$ cat src/rtl/jtag_tap_slave.sv
// IEEE 1149.1 TAP responder oversampled by clk: IR, BYPASS, IDCODE, USER DR.
// Define JTAG_TAP_IDCODE_EN to build the IDCODE register and make it the reset instruction.
module jtag_tap_slave #(
  parameter int unsigned        IR_LEN        = 4,
  parameter logic [31:0]        IDCODE_VAL    = 32'h1000_0001,
  parameter int unsigned        USER_DR_LEN   = 32,
  parameter logic [IR_LEN-1:0]  USER_OPCODE   = IR_LEN'(8),
  parameter logic [IR_LEN-1:0]  IDCODE_OPCODE = IR_LEN'(1)
) (
  input  logic                   clk,
  input  logic                   rst,
  input  logic                   tck,
  input  logic                   tms,
  input  logic                   tdi,
  output logic                   tdo,
  output logic                   tdo_oe,
  output logic [3:0]             tap_state,
  output logic [IR_LEN-1:0]      ir_q,
  input  logic [USER_DR_LEN-1:0] user_capture_data,
  output logic                   user_update,
  output logic [USER_DR_LEN-1:0] user_update_data
);

  typedef enum logic [3:0] {
    TLR    = 4'hF, RTI    = 4'hC,
    SEL_DR = 4'h7, CAP_DR = 4'h6, SH_DR  = 4'h2, EX1_DR = 4'h1,
    PAU_DR = 4'h3, EX2_DR = 4'h0, UPD_DR = 4'h5,
    SEL_IR = 4'h4, CAP_IR = 4'hE, SH_IR  = 4'hA, EX1_IR = 4'h9,
    PAU_IR = 4'hB, EX2_IR = 4'h8, UPD_IR = 4'hD
  } tap_e;

`ifdef JTAG_TAP_IDCODE_EN
  localparam logic [IR_LEN-1:0] RST_IR = IDCODE_OPCODE;
`else
  localparam logic [IR_LEN-1:0] RST_IR = '1;
`endif

  tap_e state_q, state_d;

  logic tck_s1_q, tck_s2_q, tck_p_q;
  logic tms_s1_q, tms_s2_q;
  logic tdi_s1_q, tdi_s2_q;
  logic [1:0] arm_q;
  logic armed, rise, fall;

  logic [IR_LEN-1:0]      ir_sr_q;
  logic                   bypass_q;
  logic [USER_DR_LEN-1:0] user_sr_q;
  logic [USER_DR_LEN-1:0] user_data_q;
  logic                   user_update_q;
  logic                   tdo_q;
  logic                   sel_id, sel_user, dr_lsb;

`ifdef JTAG_TAP_IDCODE_EN
  logic [31:0] id_sr_q;
  assign sel_id = (ir_q == IDCODE_OPCODE);
`else
  logic unused_id;
  assign unused_id = ^{IDCODE_VAL, IDCODE_OPCODE};
  assign sel_id = 1'b0;
`endif

  assign sel_user = (ir_q == USER_OPCODE) & ~sel_id;

  // Edges are ignored until the synchronizers hold the real pin level
  assign armed = (arm_q == 2'd3);
  assign rise  = armed & tck_s2_q & ~tck_p_q;
  assign fall  = armed & ~tck_s2_q & tck_p_q;

  // Two-flop synchronizers plus the tck edge register
  always_ff @(posedge clk) begin
    if (rst) begin
      tck_s1_q <= 1'b0;
      tck_s2_q <= 1'b0;
      tck_p_q  <= 1'b0;
      tms_s1_q <= 1'b0;
      tms_s2_q <= 1'b0;
      tdi_s1_q <= 1'b0;
      tdi_s2_q <= 1'b0;
      arm_q    <= 2'd0;
    end else begin
      tck_s1_q <= tck;
      tck_s2_q <= tck_s1_q;
      tck_p_q  <= tck_s2_q;
      tms_s1_q <= tms;
      tms_s2_q <= tms_s1_q;
      tdi_s1_q <= tdi;
      tdi_s2_q <= tdi_s1_q;
      if (!armed) arm_q <= arm_q + 2'd1;
    end
  end

  // TAP state register
  always_ff @(posedge clk) begin
    if (rst) state_q <= TLR;
    else     state_q <= state_d;
  end

  // TAP next state, advanced only on a detected tck rise
  always_comb begin
    state_d = state_q;
    if (rise) begin
      case (state_q)
        TLR:     state_d = tms_s2_q ? TLR    : RTI;
        RTI:     state_d = tms_s2_q ? SEL_DR : RTI;
        SEL_DR:  state_d = tms_s2_q ? SEL_IR : CAP_DR;
        CAP_DR:  state_d = tms_s2_q ? EX1_DR : SH_DR;
        SH_DR:   state_d = tms_s2_q ? EX1_DR : SH_DR;
        EX1_DR:  state_d = tms_s2_q ? UPD_DR : PAU_DR;
        PAU_DR:  state_d = tms_s2_q ? EX2_DR : PAU_DR;
        EX2_DR:  state_d = tms_s2_q ? UPD_DR : SH_DR;
        UPD_DR:  state_d = tms_s2_q ? SEL_DR : RTI;
        SEL_IR:  state_d = tms_s2_q ? TLR    : CAP_IR;
        CAP_IR:  state_d = tms_s2_q ? EX1_IR : SH_IR;
        SH_IR:   state_d = tms_s2_q ? EX1_IR : SH_IR;
        EX1_IR:  state_d = tms_s2_q ? UPD_IR : PAU_IR;
        PAU_IR:  state_d = tms_s2_q ? EX2_IR : PAU_IR;
        EX2_IR:  state_d = tms_s2_q ? UPD_IR : SH_IR;
        UPD_IR:  state_d = tms_s2_q ? SEL_DR : RTI;
        default: state_d = TLR;
      endcase
    end
  end

  // Outputs decoded from the current state
  always_comb begin
    tdo_oe = (state_q == SH_DR) || (state_q == SH_IR);
  end

  // LSB of whichever data register the instruction selects
  always_comb begin
    dr_lsb = bypass_q;
    if (sel_user) dr_lsb = user_sr_q[0];
`ifdef JTAG_TAP_IDCODE_EN
    if (sel_id) dr_lsb = id_sr_q[0];
`endif
  end

  // Capture/shift on tck rise, update on entry to Update-xR, tdo on fall
  always_ff @(posedge clk) begin
    if (rst) begin
      ir_q          <= RST_IR;
      ir_sr_q       <= '0;
      bypass_q      <= 1'b0;
      user_sr_q     <= '0;
      user_data_q   <= '0;
      user_update_q <= 1'b0;
      tdo_q         <= 1'b0;
`ifdef JTAG_TAP_IDCODE_EN
      id_sr_q       <= '0;
`endif
    end else begin
      user_update_q <= 1'b0;
      if (rise) begin
        case (state_q)
          CAP_IR: ir_sr_q <= IR_LEN'(1);
          SH_IR:  ir_sr_q <= {tdi_s2_q, ir_sr_q[IR_LEN-1:1]};
          CAP_DR: begin
            bypass_q <= 1'b0;
            if (sel_user) user_sr_q <= user_capture_data;
`ifdef JTAG_TAP_IDCODE_EN
            if (sel_id) id_sr_q <= IDCODE_VAL;
`endif
          end
          SH_DR: begin
            unique case (1'b1)
`ifdef JTAG_TAP_IDCODE_EN
              sel_id:   id_sr_q <= {tdi_s2_q, id_sr_q[31:1]};
`endif
              sel_user: user_sr_q <= {tdi_s2_q, user_sr_q[USER_DR_LEN-1:1]};
              default:  bypass_q <= tdi_s2_q;
            endcase
          end
          default: ;
        endcase
        if (state_d == TLR)    ir_q <= RST_IR;
        if (state_d == UPD_IR) ir_q <= ir_sr_q;
        if (state_d == UPD_DR && sel_user) begin
          user_update_q <= 1'b1;
          user_data_q   <= user_sr_q;
        end
      end
      if (fall) begin
        if (state_q == SH_IR) tdo_q <= ir_sr_q[0];
        if (state_q == SH_DR) tdo_q <= dr_lsb;
      end
    end
  end

  assign tap_state        = state_q;
  assign tdo              = tdo_q;
  assign user_update      = user_update_q;
  assign user_update_data = user_data_q;

endmodule

$ cat config.mk
export PLATFORM = sky130hd
export DESIGN_NAME = jtag_tap_slave
export DESIGN_NICKNAME = d
export VERILOG_FILES = /design/src/rtl/jtag_tap_slave.sv
export SDC_FILE = /design/constraint.sdc
export NUM_CORES = 1
export LEC_CHECK = 0
export BUFFER_PORTS_ARGS = -buffer_cell sky130_fd_sc_hd__buf_2
export CAP_MARGIN = 0
export CORE_UTILIZATION = 45
export CTS_CLUSTER_DIAMETER = 30
export DETAILED_ROUTE_END_ITERATION = 12
export PLACE_DENSITY = 0.67
export SYNTH_ARGS = -nofsm -noshare
export SYNTH_HDL_FRONTEND = slang
export SYNTH_SLANG_ARGS = --single-unit
$ cat constraint.sdc
create_clock -name clk -period 2.41 [get_ports clk]
set_input_delay 0.1205 -clock clk [delete_from_list [all_inputs] [get_ports clk]]
set_output_delay 0.1205 -clock clk [all_outputs]
set_load 0.01 [all_outputs]
### After elaboration in Yosys (flattened, before gate mapping)

Cells that the tools add are included.

* add/subtract/negate cells: 1
* equality and inequality tests: 23
* mux-type cells: 26
* bitwise logic cells: 7
* reductions and logical operators: 17

Operators with widths (count)
* $mux 32: 2
* $pmux 32 s2: 1
* $pmux 4 s12: 1
* $eq 4x4->1 const B: 11
* $eq 4x3->1 const B: 5
* $mux 4: 4
* $mux 2: 6
* $mux 3: 4
* $eq 4x2->1 const B: 2
* $pmux 4 s2: 1
* $reduce_and 2->1: 4
* $reduce_bool 2->1: 4
* $mux 1: 6
* $ne 2x2->1 const B: 3
* $reduce_or 2->1: 3
* $and 1x1->1: 4
* $eq 4x1->1 const B: 1
* $logic_not 4->1: 1
* $reduce_and 4->1: 1
* $not 1->1: 3
* $reduce_and 3->1: 1
* $reduce_or 3->1: 1
* $add 2x1->2 const B: 1
* $eq 2x2->1 const B: 1
* 3 further kinds: 3

* register bits after elaboration: 88
* output and inout port bits: 43
* word-level logic and storage cells: 90

### Logic depth before layout (Yosys ltp)

Gate-level depths: netlist of the first run.

* depth in word-level cells: 7
* gate-level depth with buffers: 7
* gate-level depth less buffers: 5

### Worst setup path before layout of the first run

OpenSTA, ideal clock, no wires.

* path type: register to register
* start: reg ir_q[0]
* end: reg user_data_q[0], in the netlist user_update_data[0]
* data arrival time: 2069 ps
* required time: 2338 ps
* slack: 269 ps
* cell stages (with the launch flop): 6
* path buffers: 1
* period minus slack after synthesis: 2141 ps
* cell sequence: dfxtp_1 or4b_4 a2111o_1 a211oi_4 buf_6 mux2i_1

* longest elaborated chain between the ends: 3

RTL lines
* start, declared: line 18 `output logic [IR_LEN-1:0] ir_q,`
* start signal, assigned: line 177 `if (state_d == UPD_IR) ir_q <= ir_sr_q;`
* $eq 4x4->1: line 63 `assign sel_user = (ir_q == USER_OPCODE) & ~sel_id;`
* $logic_and 1x1->1: line 178 `if (state_d == UPD_DR && sel_user) begin`
* $reduce_and 2->1 (no line)
* end signal, assigned: line 180 `user_data_q <= user_sr_q;`
* end, declared: line 49 `logic [USER_DR_LEN-1:0] user_data_q;`

Every way passes these cells.
A chain may end at the register's enable or synchronous reset.

### Final worst setup path of the first run

* start: reg ir_q[0]
* end: reg user_data_q[22], in the netlist user_update_data[22]

The elaborated chain is that of the path after synthesis.

==> flow_summary.toml, run 1 <==
[global_routing]
grt_pass1_vias = 2759
grt.total_usage = 0.179
gr-total-overflow = 0
antenna_found_initial = 0
grt_max_degree = 65
grt_pass1_wl_um = 12800

[die]
start_util = 0.472
die_w_um = 95.5
die_y_um = 95.5
core_um2 = 8340
row_count = 33
io_pins = 80
dieArea_um2 = 9130

[timing]
hold_viol = 0
tns_ns = 0
layout_min_cycle_time_ns = 2.25
tightestPinTransition_ns = 0.767
final.period_utilization = 0.935
finalMaxSlewViolations = 0
grt_setup_unrepaired = "no"
fmax_mhz = 444
setup_viol = 0
finalClockSkew_ns = 0.0125
maxSlewHeadroom = 0.481

[synthesis]
synth_edf_count = 0
ys_warn_count = 0
synth_ff_type = "dfxtp_1"
synth_nets = 445
synthCells = 407
ys_seq_elements = 88
synth-seq-area-share = 0.447
async_reset_ff_frac = 0
synth.distinct_cells = 40
synthesis.area_um2 = 3940
syn_area_per_cell_um2 = 9.67

[worst_hold_path]
hold_depth = 3
hold-path-endpoint = "user_sr_q[8]"
holdCritStartpoint = "user_capture_data[8]"
min_path_type = "input port to flop"

[setup_path]
path_class = "flop to flop"
r2r_cells = 5
regToRegSetupSlack_ns = 0.16
rr_endpoint = "user_update_data[22]"
crit_fanout = 25
reg2reg_from = "ir_q[0]"
end_kind = "flop"
crit_required_ns = 2.67
worst_ep_arrival_time_ns = 2.52
cp-start-kind = "flop"

[detailed_routing]
first_pass_iters = 4
vias = 2995
post-route-drc-count = 0
postRouteAntennaNets = 0
drt-total-wl_um = 7790
first_iter_violations = 63
wl_per_cell_um = 13.3
viasPerCell = 5.11

[finish]
antenna_cells = 0
fillers = 764
utilization = 0.558
synthToLayoutAreaGrowth_pct = 18.3
drive_gt1_frac = 0.233
nets = 515

[placement]
dp_hpwl_um = 5070
io_buffers = 79
finalWeightedCongestion = 0.779

[clocking]
clkTransAtPathRegs_ns = 0.09
cts_buffer_depth = 2
post_cts_resized = 0
cts.sinks = 88
cts_tree = "done"
cts_buffers = 9
clock_latency_ns = 0.34
htree_levels = 3
root_buffer = "clkbuf_8"

[status]
outcome = "completed"

[power_and_ir_drop]
irDropWorstVdd_mv = 0.385
total_power_mw = 2.52
p_leak_nw = 1.64
powerDensity_nw_per_um2 = 541

[run]
cap_violations = 0
[synthesized netlist by cell type, drive strengths merged (2+ instances only)]
cell type	instances	area (µm²)
clkbuf	29	110
nor4	2	18.8
nand4	2	12.5
nor2	48	180
nor4b	2	17.5
mux2i	70	701
dfxtp	88	1760
a21oi	6	30.0
inv	3	11.3
nand2b	66	413
mux2	2	22.5
o21ai	3	15.0
nand3b	2	15.0
nor2b	11	68.8
a22oi	4	30.0
nand2	5	18.8
nand3	2	10.0
buf	6	48.8
a211oi	38	298
nor3b	2	15.0
[flip-flops by register name (all words and copies together), names as in the netlist]
| signal | count |
|---|---|
| tap_state | 4 |
| tck_s2_q | 1 |
| tdi_s1_q | 1 |
| tdo | 1 |
| user_sr_q | 32 |
| tms_s2_q | 1 |
| user_update_data | 32 |
| tck_s1_q | 1 |
| bypass_q | 1 |
| tdi_s2_q | 1 |
| user_update | 1 |
| ir_q | 4 |
| tck_p_q | 1 |
| tms_s1_q | 1 |
| ir_sr_q | 4 |
| arm_q | 2 |
[cell usage in the layout (no fill, tap or decap), drive strengths merged, types with 2 or more instances in the layout]
cell type	instances
buf	91
dfxtp	88
mux2i	70
nand2b	66
nor2	48
a211oi	38
clkbuf	12
nor2b	11
a21oi	6
nand2	5
a22oi	4
o21ai	3
inv	3
dlygate4sd3	3
clkinv	3
nand3b	2
mux2	2
nand3	2
nand4	2
nor3b	2
nor4b	2
nor4	2
[cell type report]
cell class | count | area [µm²] | area share
repair buffers | 94 | 568 | 0.122
flip-flops and latches | 88 | 1760 | 0.378
multi-input cells | 281 | 2020 | 0.434
well taps | 105 | 131 | 0.0282
inverters | 3 | 11.3 | 0.00242
clock buffers | 12 | 145 | 0.0312
clock inverters | 3 | 18.8 | 0.00403
[worst max-delay path: stages (launching register included)]
cell,delay [ns]
dfxtp_1,0.33
or4b_4,0.58
a2111o_1,0.44
a211oi_4,0.30
buf_12,0.26
mux2i_1,0.24
[cells by family (layout without fill, tap and decap cells)]
family | after synthesis | in the layout | share of synthesized area
flops | 88 | 88 | 0.447
buf+inv | 38 | 112 | 0.0432
simple gates | 147 | 147 | 0.206
compound gates | 60 | 60 | 0.114
mux | 72 | 72 | 0.184
fa+ha+maj | 1 | 1 | 0.00318
xor+xnor | 1 | 1 | 0.00222
[per-stage QoR]
| step | cells | instance area [µm²] | setup slack (ns) | hold slack, ns |
|---|---|---|---|---|
| floorplan | 407 | 3940 | 0.269 | 0.249 |
| global placement | 568 | 4460 | 0.278 | 0.329 |
| detailed placement | 568 | 4460 | 0.196 | 0.337 |
| CTS | 586 | 4660 | 0.155 | 0.0793 |
| global route | 586 | 4660 | 0.0781 | 0.0996 |
| finish | 586 | 4660 | 0.156 | 0.100 |
[worst max-delay path by stage]
stage	endpoint	startpoint	slack, ns
6_report	user_update_data[22]	ir_q[0]	0.16
3_5_place_dp	user_update_data[22]	ir_q[0]	0.20
3_3_place_gp	user_update_data[21]	ir_q[0]	0.28
4_1_cts	user_update_data[22]	ir_q[0]	0.16
2_1_floorplan	user_update_data[0]	ir_q[0]	0.27
5_1_grt	user_update_data[22]	ir_q[0]	0.08
[metal layers]
metal / up-vias / part of all wire / global-route usage
li1: 1547 / - / -
met1: 1379 / 0.49 / 0.235
met2: 63 / 0.45 / 0.284
met3: 6 / 0.055 / 0.0646
met4: 0 / 0.0083 / 0.0336
met5: - / 0 / 0
[power by group]
group	internal, mW	total, mW	leakage (nW)	switching (mW)
Clock	0.397	0.889	0.0862	0.492
Combinational	0.0796	0.147	0.846	0.0674
Sequential	1.47	1.48	0.711	0.0145
Total	1.94	2.52	1.64	0.574
[what timing repair did]
| item | in CTS | in global routing |
|---|---|---|
| setup buffers | 0 | 0 |
| hold buffers | 3 | 0 |
| endpoints found under the hold margin | 3 | 0 |
| setup endpoints to repair | 0 | 0 |
Note: power is estimated with default switching activity, not from simulation.
==> run 2: changes to the inputs <==
CELL_PAD_IN_SITES_DETAIL_PLACEMENT = 0   (was unset)
CELL_PAD_IN_SITES_GLOBAL_PLACEMENT = 2   (was unset)
CORE_UTILIZATION = 34   (was 45)
PLACE_DENSITY = unset   (was 0.67)
PLACE_DENSITY_LB_ADDON = 0.1   (was unset)
==> flow_summary.toml, run 2 (same netlist as run 1, synthesis figures left out) <==
[power_and_ir_drop]
irDropWorstVdd_mv = 0.346
powerDensity_nw_per_um2 = 612
p_leak_nw = 1.69
total_power_mw = 2.95

[timing]
fmax_mhz = 455
layout_min_cycle_time_ns = 2.20
finalClockSkew_ns = 0.00702
finalMaxSlewViolations = 0
tns_ns = 0
grt_setup_unrepaired = "no"
hold_viol = 0
maxSlewHeadroom = 0.600
whs_ns = 0.0152
final.period_utilization = 0.913
tightestPinTransition_ns = 0.598
setup_viol = 0
setup_slack_ns = 0.210

[detailed_routing]
postRouteAntennaNets = 0
post-route-drc-count = 0
first_pass_iters = 4
drt-total-wl_um = 8600
viasPerCell = 4.79
first_iter_violations = 118
wl_per_cell_um = 13.8
vias = 2973

[global_routing]
antenna_found_initial = 0
grt_use_met1 = 0.205
grt_pass1_vias = 2898
grt.total_usage = 0.153
global_route.usage.met3 = 0.0415
gr-total-overflow = 0
grt_max_degree = 65
gr-usage-met2 = 0.239
grt_pass1_wl_um = 14200
busiest_layer = "met2"

[finish]
final_cell_mix = "dfxtp_1, buf_2, mux2i_1"
drive_gt1_frac = 0.237
fillers = 1148
stdcell_count = 621
nets = 514
antenna_cells = 0
layout_commonest_cell = "dfxtp_1"
synthToLayoutAreaGrowth_pct = 22.5

[setup_path]
cp-start-kind = "flop"
crit_fanout = 16
crit_required_ns = 2.67
path_cells = "or4b_4 > a2111o_1 > a211oi_4 > buf_12 > mux2i_1"
worst_ep_arrival_time_ns = 2.46
crit_family = "compound AO/OA/AOI/OAI gates"
end_kind = "flop"
path_class = "flop to flop"
critical-path-max-stage-delay_ns = 0.58
path_buf_inv = 1
cp_slowest_cell = "or4b_4"

[placement]
dp_cells = 603
post-place-ws_ns = 0.203
dp_hpwl_um = 5620
finalWeightedCongestion = 0.712
io_buffers = 79

[die]
core_um2 = 11100
row_count = 38
die_y_um = 110
die_w_um = 110
dieArea_um2 = 12000
io_pins = 80
start_util = 0.355

[clocking]
cts_buffer_depth = 2
cts_tree = "done"
clkTransAtPathRegs_ns = 0.07
post_cts_buffers = 0
clock_latency_ns = 0.33
cts.sinks = 88
root_buffer = "clkbuf_16"
cts_buffers = 9
htree_levels = 3

[run]
cap_violations = 0

[worst_hold_path]
min_path_type = "input port to flop"

[status]
outcome = "completed"
-- run 2: cell types whose count changed in the layout (fill, tap and decap cells not counted), sizes merged --
cell	previous run	this run
clkinvlp	0	3
clkinv	3	1
clkbuf	12	11
dlygate4sd3	3	2
inv	3	4
-- run 2: repair_timing --
| item | in CTS | in global routing |
|---|---|---|
| hold endpoints to repair | 2 | 0 |
| hold buffers | 2 | 0 |
| resized for setup | 0 | 0 |
-- run 2: power breakdown --
| group | switching (mW) | internal, mW |
|---|---|---|
| Combinational | 0.0709 | 0.0783 |
| Sequential | 0.0128 | 1.47 |
| Clock | 0.587 | 0.733 |
| Total | 0.670 | 2.28 |
-- run 2: layout make-up --
| cell class | instances | area (µm²) | area share |
|---|---|---|---|
| clock buffer | 11 | 243 | 0.0503 |
| clock inverter | 5 | 40.0 | 0.00830 |
| inverter | 3 | 11.3 | 0.00234 |
| multi-input combinational | 281 | 2020 | 0.419 |
| sequential | 88 | 1760 | 0.365 |
| tap | 140 | 175 | 0.0363 |
| timing repair buffer | 93 | 571 | 0.118 |
-- run 2: routing by layer --
| metal | routed length (µm) | up-vias |
|---|---|---|
| met1 | 4270 | 1363 |
| met2 | 3870 | 54 |
| met3 | 387 | 7 |
| met4 | 76 | 0 |
| met5 | 0 | - |
| li1 | - | 1549 |
-- run 2: per-stage QoR --
step                utilization  area, µm²
floorplan                     -       3940
detailed placement        0.408       4520
CTS                       0.435       4820
finish                    0.435       4820
global placement          0.408       4520
global route              0.435       4820
-- run 2: worst paths after layout --
kind                               start                   end  slack (ns)  cells past startpoint
worst max-delay path             ir_q[0]  user_update_data[16]        0.21                      5
worst max register to register   ir_q[0]  user_update_data[16]        0.21                      5
worst min register to register  tdi_s1_q              tdi_s2_q        0.44                      1
worst min-delay path                 tdi              tdi_s1_q        0.02                      2
-- run 2: worst register-to-register path, stage by stage (launching register included) --
cell	delay, ns
dfxtp_1	0.32
or4b_4	0.58
a2111o_1	0.45
a211oi_4	0.34
buf_12	0.22
mux2i_1	0.23
